File: src/rtl/log_trig_lut_arbiter.sv
// Round-robin arbiter and two-stage sequencer sharing one combinational
// log-sin/log-cos LUT between NREQ requesters, with tagged, backpressured responses.
module log_trig_lut_arbiter #(
  parameter int NREQ = 3,
  parameter int IDW  = 2,
  parameter int AMAX = 32
) (
  input  logic              clk,
  input  logic              rst,
  input  logic [NREQ-1:0]   req_valid,
  input  logic [6*NREQ-1:0] req_addr,
  output logic [NREQ-1:0]   req_ready,
  output logic [5:0]        lut_addr,
  input  logic [15:0]       lut_logsin,
  input  logic [15:0]       lut_logcos,
  output logic              rsp_valid,
  input  logic              rsp_ready,
  output logic [IDW-1:0]    rsp_id,
  output logic [15:0]       rsp_logsin,
  output logic [15:0]       rsp_logcos,
  output logic              rsp_err,
  output logic              busy
);

  localparam logic [5:0]     AMAX_IDX = 6'(AMAX);
  localparam logic [IDW-1:0] PTR_RST  = IDW'(NREQ - 1);

  logic [IDW-1:0] ptr_q, ptr_d;
  logic           v1_q, v1_d;
  logic [IDW-1:0] id1_q, id1_d;
  logic [5:0]     addr1_q, addr1_d;
  logic           err1_q, err1_d;
  logic           rsp_valid_q, rsp_valid_d;
  logic [IDW-1:0] rsp_id_q, rsp_id_d;
  logic [15:0]    rsp_logsin_q, rsp_logsin_d;
  logic [15:0]    rsp_logcos_q, rsp_logcos_d;
  logic           rsp_err_q, rsp_err_d;

  logic           adv;
  logic           any_hi, any_lo, any_valid, handshake;
  logic [IDW-1:0] hi_id, lo_id, grant_id;
  logic [NREQ-1:0] grant_oh;
  logic [5:0]     grant_addr;

  assign adv = !rsp_valid_q || rsp_ready;

  // Priority scan split into the requesters above the pointer and those at or
  // below it, so every index stays a constant after unrolling.
  always_comb begin
    // NOTE: every combinational output gets a default first so no latch is inferred.
    any_hi     = 1'b0;
    any_lo     = 1'b0;
    hi_id      = '0;
    lo_id      = '0;
    grant_oh   = '0;
    grant_addr = '0;
    for (int i = 0; i < NREQ; i++) begin
      if (!any_hi && req_valid[i] && (IDW'(i) > ptr_q)) begin
        any_hi = 1'b1;
        hi_id  = IDW'(i);
      end
      if (!any_lo && req_valid[i] && (IDW'(i) <= ptr_q)) begin
        any_lo = 1'b1;
        lo_id  = IDW'(i);
      end
    end
    any_valid = any_hi || any_lo;
    grant_id  = any_hi ? hi_id : lo_id;
    for (int i = 0; i < NREQ; i++) begin
      grant_oh[i] = (IDW'(i) == grant_id);
      if (IDW'(i) == grant_id) grant_addr = req_addr[6*i +: 6];
    end
  end

  assign req_ready = (adv && any_valid && !rst) ? grant_oh : '0;
  assign handshake = |(req_valid & req_ready);

  always_comb begin
    ptr_d        = ptr_q;
    v1_d         = v1_q;
    id1_d        = id1_q;
    addr1_d      = addr1_q;
    err1_d       = err1_q;
    rsp_valid_d  = rsp_valid_q;
    rsp_id_d     = rsp_id_q;
    rsp_logsin_d = rsp_logsin_q;
    rsp_logcos_d = rsp_logcos_q;
    rsp_err_d    = rsp_err_q;
    if (handshake) ptr_d = grant_id;
    if (adv) begin
      v1_d        = handshake;
      id1_d       = grant_id;
      addr1_d     = grant_addr;
      err1_d      = (grant_addr > AMAX_IDX);
      rsp_valid_d = v1_q;
      // Data fields only move when a real lookup arrives; bubbles leave them intact.
      if (v1_q) begin
        rsp_id_d     = id1_q;
        rsp_err_d    = err1_q;
        rsp_logsin_d = err1_q ? 16'h0000 : lut_logsin;
        rsp_logcos_d = err1_q ? 16'h0000 : lut_logcos;
      end
    end
  end

  // NOTE: state registers use non-blocking assignments so all flops update together.
  always_ff @(posedge clk) begin
    if (rst) begin
      ptr_q        <= PTR_RST;
      v1_q         <= 1'b0;
      id1_q        <= '0;
      addr1_q      <= '0;
      err1_q       <= 1'b0;
      rsp_valid_q  <= 1'b0;
      rsp_id_q     <= '0;
      rsp_logsin_q <= '0;
      rsp_logcos_q <= '0;
      rsp_err_q    <= 1'b0;
    end else begin
      ptr_q        <= ptr_d;
      v1_q         <= v1_d;
      id1_q        <= id1_d;
      addr1_q      <= addr1_d;
      err1_q       <= err1_d;
      rsp_valid_q  <= rsp_valid_d;
      rsp_id_q     <= rsp_id_d;
      rsp_logsin_q <= rsp_logsin_d;
      rsp_logcos_q <= rsp_logcos_d;
      rsp_err_q    <= rsp_err_d;
    end
  end

  // Driven from S1 only, so rsp_ready never reaches the LUT address combinationally.
  assign lut_addr   = (v1_q && !err1_q) ? addr1_q : 6'd0;
  assign rsp_valid  = rsp_valid_q;
  assign rsp_id     = rsp_id_q;
  assign rsp_logsin = rsp_logsin_q;
  assign rsp_logcos = rsp_logcos_q;
  assign rsp_err    = rsp_err_q;
  assign busy       = v1_q || rsp_valid_q;

endmodule

File: config.mk
export PLATFORM = sky130hd
export DESIGN_NAME = log_trig_lut_arbiter
export DESIGN_NICKNAME = d
export VERILOG_FILES = /design/src/rtl/log_trig_lut_arbiter.sv
export SDC_FILE = /design/constraint.sdc
export NUM_CORES = 1
export LEC_CHECK = 0
export CORE_UTILIZATION = 39
export CTS_CLUSTER_DIAMETER = 100
export DETAILED_ROUTE_END_ITERATION = 10
export PLACE_DENSITY = 0.81
export RECOVER_POWER = 100
export SYNTH_ARGS = -nofsm -noshare
export SYNTH_HDL_FRONTEND = slang
export SYNTH_SLANG_ARGS = --single-unit
File: constraint.sdc
create_clock -name clk -period 2.05 [get_ports clk]
set_clock_uncertainty 0.05 [all_clocks]
set_input_delay 0.3075 -clock clk [delete_from_list [all_inputs] [get_ports clk]]
set_output_delay 0.3075 -clock clk [all_outputs]
set_load 0.005 [all_outputs]
# ---- Word-level counts from Yosys, hierarchy flattened
# Index checks and enable logic that the tools add are counted.
dict set report classes {
  reduce_logical 26
  bitwise_logic 1
  n_lt_le_gt_ge 7
  mux 18
  eq_ne 2
}
# cell n
set op_table {}
lappend op_table {{two-way mux 16 bit} 2}
lappend op_table {{two-way mux 6 bit} 4}
lappend op_table {{logical AND 1 bit} 13}
lappend op_table {{two-way mux 1 bit} 8}
lappend op_table {{logical NOT 1 bit} 7}
lappend op_table {{greater-than comparator 6 bit (second input constant)} 1}
lappend op_table {{two-way mux 2 bit} 3}
lappend op_table {{greater-than comparator 1 x 2 -> 1 bit (first input constant)} 2}
lappend op_table {{less-or-equal comparator 1 x 2 -> 1 bit (first input constant)} 2}
lappend op_table {{AND 3 bit} 1}
lappend op_table {{logical OR 1 bit} 3}
lappend op_table {{two-way mux 3 bit} 1}
lappend op_table {{OR reduction 3 bit} 1}
lappend op_table {{== test 1 x 2 -> 1 bit (first input constant)} 1}
lappend op_table {{== test 2 bit (first input constant)} 1}
lappend op_table {{greater-than comparator 2 bit (first input constant)} 1}
lappend op_table {{less-or-equal comparator 2 bit (first input constant)} 1}
lappend op_table {{logical NOT 2 bit} 1}
lappend op_table {{AND reduction 2 bit} 1}
dict set report word_totals {
  regBits 48
  inputBits 56
  output_inout_bits 46
}

# ---- Depth between registers and ports, before layout
dict set report logic_depth {
  depth_word 17
  mapped_depth 7
}

# ---- Least setup slack after synthesis
# No wires, ideal clock.
dict set report synth_path {
  kind {register to register}
  from {register ptr_q[0]}
  to {register err1_q}
  arrival_ps 1372
  path_stages_with_launch 8
  slack_ps 508
  n_path_buf 1
  synth_period_minus_slack_ps 1542
  cell_sequence {dfxtp_1 nor2b_1 o22a_1 nand2b_4 buf_6 a2bb2oi_1 nor4_2 o21ai_1}
}
dict set report synth_between {
  elab_chain_cells 17
  elab_cells_between_ends 37
}
# item line_no
set synth_lines {}
lappend synth_lines {{from (decl)} 28} ;# logic [IDW-1:0] ptr_q, ptr_d;
lappend synth_lines {{from (signal assigned)} 120} ;# ptr_q <= ptr_d;
lappend synth_lines {{less-or-equal comparator 1 x 2 -> 1 bit / greater-than comparator 1 x 2 -> 1 bit (equally long branches)} {62, 58}}
lappend synth_lines {{logical AND 1 bit (on tied branches)} {62, 58}}
lappend synth_lines {{two-way mux 1 bit (on tied branches)} {62, 58}}
lappend synth_lines {{logical NOT 1 bit (on tied branches)} {62, 58}}
lappend synth_lines {{logical AND 1 bit (on tied branches) (2 in series)} {62, 58}}
lappend synth_lines {{two-way mux 1 bit (on tied branches)} {62, 58}}
lappend synth_lines {{logical NOT 1 bit (on tied branches)} {62, 58}}
lappend synth_lines {{logical AND 1 bit (on tied branches) (2 in series)} {62, 58}}
lappend synth_lines {{two-way mux 2 bit (tied with other cells)} 62} ;# if (!any_lo && req_valid[i] && (IDW'(i) <= ptr_q)) begin
lappend synth_lines {{two-way mux 2 bit *} 68} ;# grant_id = any_hi ? hi_id : lo_id;
lappend synth_lines {{logical NOT 2 bit} 71} ;# if (IDW'(i) == grant_id) grant_addr = req_addr[6*i +: 6];
lappend synth_lines {{two-way mux 6 bit (2 in series)} 71}
lappend synth_lines {{two-way mux 6 bit *} 71}
lappend synth_lines {{greater-than comparator 6 bit *} 94} ;# err1_d = (grant_addr > AMAX_IDX);
lappend synth_lines {{to (signal assigned)} 124} ;# err1_q <= err1_d;
lappend synth_lines {{to (decl)} 32} ;# logic err1_q, err1_d;
# Mark *: on every way between the ends. The rest lies on a longest branch, timed or not.
# A chain may end at the register's enable or synchronous reset.

# ---- Final worst setup path
dict set report layout_path {
  from {register v1_q}
  to {output port busy}
}
dict set report layout_between {
  elab_chain_cells 1
}
# item line_no
set layout_lines {}
lappend layout_lines {{from (decl)} 29} ;# logic v1_q, v1_d;
lappend layout_lines {{from (signal assigned)} 121} ;# v1_q <= v1_d;
lappend layout_lines {{logical OR 1 bit} 140} ;# assign busy = v1_q || rsp_valid_q;
lappend layout_lines {{to (decl)} 22} ;# output logic busy
# Every way passes these cells.

==> metrics.cfg <==
[synthesis]
yosys.area.top_type_share_pct=48.2
yosysWarnings=0
yosysUniqueCellTypes=31
syn_area_per_cell_um2=8.56
synthSimpleGateAreaFrac_pct=21.3
ys_async_sr_fraction_pct=0
syn_inst=233
synth_nets=289
ys_ff_latch=48
synth_edf_count=0
yosysTopAreaCell=dfxtp_1
ys_top_cells_by_area=dfxtp_1, a22oi_1, nor2_1, nor2b_1, nand2_1
synth-adder-area-share_pct=0
yosysSeqAreaShare_pct=48.2
synth-xor-area-share_pct=0
synth_top_family_by_area=compound AO/OA/AOI/OAI gates
synthesis.area_um2=1990
synth_ff_type=dfxtp_1
synthMuxAreaShare_pct=2.01
synth_compound_area_share_pct=23.3

[clock_network]
cts_buffers=5
clock_path_buffers=2
cts_sinks=48
cts_hold_buf=0
cts.clk_slew.worst_paths_ns=0.09
cts-root-buf=clkbuf_8
cts_tree=done
cts_max_level=2
clkLatencyLatePin_ns=0.29

[cells_and_area]
n_fill_cell=442
fin_util_pct=67.6
final_net_count=401
area_delta_synth_final_pct=63.4
antenna_cells=0
drive_gt1_share_pct=10.7
fin_cells=413
layout_commonest_cell=clkdlybuf4s50_1
final_cell_mix=clkdlybuf4s50_1, dfxtp_1, nor2_1

[critical_path]
crit_family=buffers and inverters
path_max_fanout=5
critPathMaxStageDelay_ns=0.58
crit_path_end_kind=output port
slowest_stage=dlygate4sd3_1
r2r-start=v1_q
worst-path-buf-inv=2
reg2reg_to=rsp_logsin[5]
crit_required_ns=1.69
reg2reg_setup_slack_ns=0.23
reg2reg_depth=5
critical_path_arrival_ns=1.62
cp_cell_sequence=buf_4 > or2_2 > dlygate4sd3_1
crit_path_start=v1_q
start_kind=flop
crit_type=reg2out

[floorplan]
die-height_um=73.5
initial_core_util_pct=41.4
ioPinCount=102
fp.coreArea_um2=4820
die_w_um=73.5
die_area_um2=5400
rows=25

[timing]
rsz0062_at_grt=no
whs_ns=0.299
fin_crit_sh_pct=96.7
tightest_slew_ns=0.716
fmax_ghz=0.504
hold_viol=0
drv_slew=0
setup-tns-final_ns=0
setup_viol=0
period_needed_ns=1.98
slew_headroom_pct=52.2

[drt]
drt-total-wl_um=5540
routed_via_density=5.03
wl_per_cell_um=13.4
drtAntennaViolNets=0
via_count=2079
drc=0
drt-pass1-iter-count=4
drt_iter0_drc=96

[placed_design]
place_hpwl_um=4070
dp.cells=405
gp_congestion=0.901
portBuffers=101

[min_path]
whs_endpoint=err1_q
worstHoldStart=rst
min_path_type=in2reg
holdPathStages=4

[power_and_ir_drop]
internal-power_mw=1.52
power_density_nw_per_um2=631
seqPwrFrac_pct=49.4
clock_power_share_pct=28.8
p_leak_nw=1.38
switching_share_pct=25.9
power.switching_mw=0.533
irDropWorstVdd_mv=0.439
combPwrFrac_pct=21.8

[global_routing]
grt_pass1_vias=1947
grt-ovfl-total=0
antenna_found_initial=0
grt_usage_pct=21.2
grt_pass1_wl_um=8870
grt_max_degree=49

[run_status]
status=finished clean

[flow_run]
drv_cap=0

-- synth_stat cells (all sizes together), types with 2 or more instances --
master	n
clkbuf	9
nand2b	2
nand2	16
mux2i	4
o21ai	8
a21oi	11
a2bb2oi	3
o22a	2
o22ai	3
and2	7
o211ai	3
a22oi	32
nor2b	10
nor3	3
dfxtp	48
buf	10
nand3	5
a31oi	3
inv	2
nor2	46
-- worst max-delay path by stage --
stage | cells after the start | slack, ns | endpoint
after detailed placement | 6 | -0.21 | req_ready[1]
after global routing | 7 | 0.001 | req_ready[1]
after floorplan | 7 | 0.51 | err1_q
after CTS | 6 | 0.06 | req_ready[2]
final | 3 | 0.07 | busy
after global placement | 6 | -0.19 | req_ready[1]
-- power by group through the flow --
stage	combinational (mW)	sequential [mW]	clock, mW
after floorplan	0.205	1.04	0
after global placement	0.458	1.04	0
after detailed placement	0.464	1.04	0
after CTS	0.465	1.02	0.612
after global routing	0.492	1.02	0.667
final	0.447	1.02	0.592
-- state kept, by name, summed over array words and instances (netlist names) --
| name | count |
|---|---|
| rsp_logcos | 16 |
| rsp_logsin | 16 |
| addr1_q | 6 |
| id1_q | 2 |
| ptr_q | 2 |
| rsp_id | 2 |
| err1_q | 1 |
| rsp_err | 1 |
| rsp_valid | 1 |
| v1_q | 1 |
-- worst reg2reg max path, stage by stage, from the launching register on --
cell and delay (ns):
dfxtp_1 0.35, nor2b_2 0.27, and2_1 0.18, clkbuf_1 0.54, a22oi_1 0.21, nor2_1 0.15
-- stage by stage --
stage | total power [mW] | setup slack (ns) | instance area [um^2]
2_1_floorplan | 1.24 | 0.508 | 1990
3_3_place_gp | 1.49 | -0.190 | 3160
3_5_place_dp | 1.50 | -0.209 | 3160
4_1_cts | 2.09 | 0.0584 | 3260
5_1_grt | 2.18 | 0.00146 | 3260
6_report | 2.06 | 0.0676 | 3260
-- final cells by class --
type	instances	area [um^2]	share of cell area (%)
Multi-Input combinational cell	164	952	29.2
Sequential cell	48	961	29.5
Inverter	2	7.51	0.230
Clock inverter	2	13.8	0.422
Timing Repair Buffer	124	1160	35.5
Tap cell	67	83.8	2.57
Clock buffer	6	82.6	2.53
-- what timing repair did --
| item | CTS | global route |
|---|---|---|
| setup buffers | 0 | 0 |
| endpoints found under the setup margin | 5 | 3 |
| gates resized for setup | 8 | 3 |
| pin swaps | 2 | 1 |
| hold endpoints to repair | 0 | 0 |
-- metal layers --
layer  track usage [%]  wire [um]  part of all wire [%]
met3              6.17        329                   5.9
met4              5.56         89                   1.6
met5                 0          0                     0
met2              34.3       2570                    46
met1              27.5       2560                    46
-- cells by family (layout without fill, tap and decap cells) --
logic type	count (synthesis)	count (layout)
AOI/OAI and AO/OA	68	68
buffers and inverters	21	134
DFF	48	48
and+or+nand+nor	92	92
muxes	4	4
Note: power is estimated with default switching activity, not from simulation.
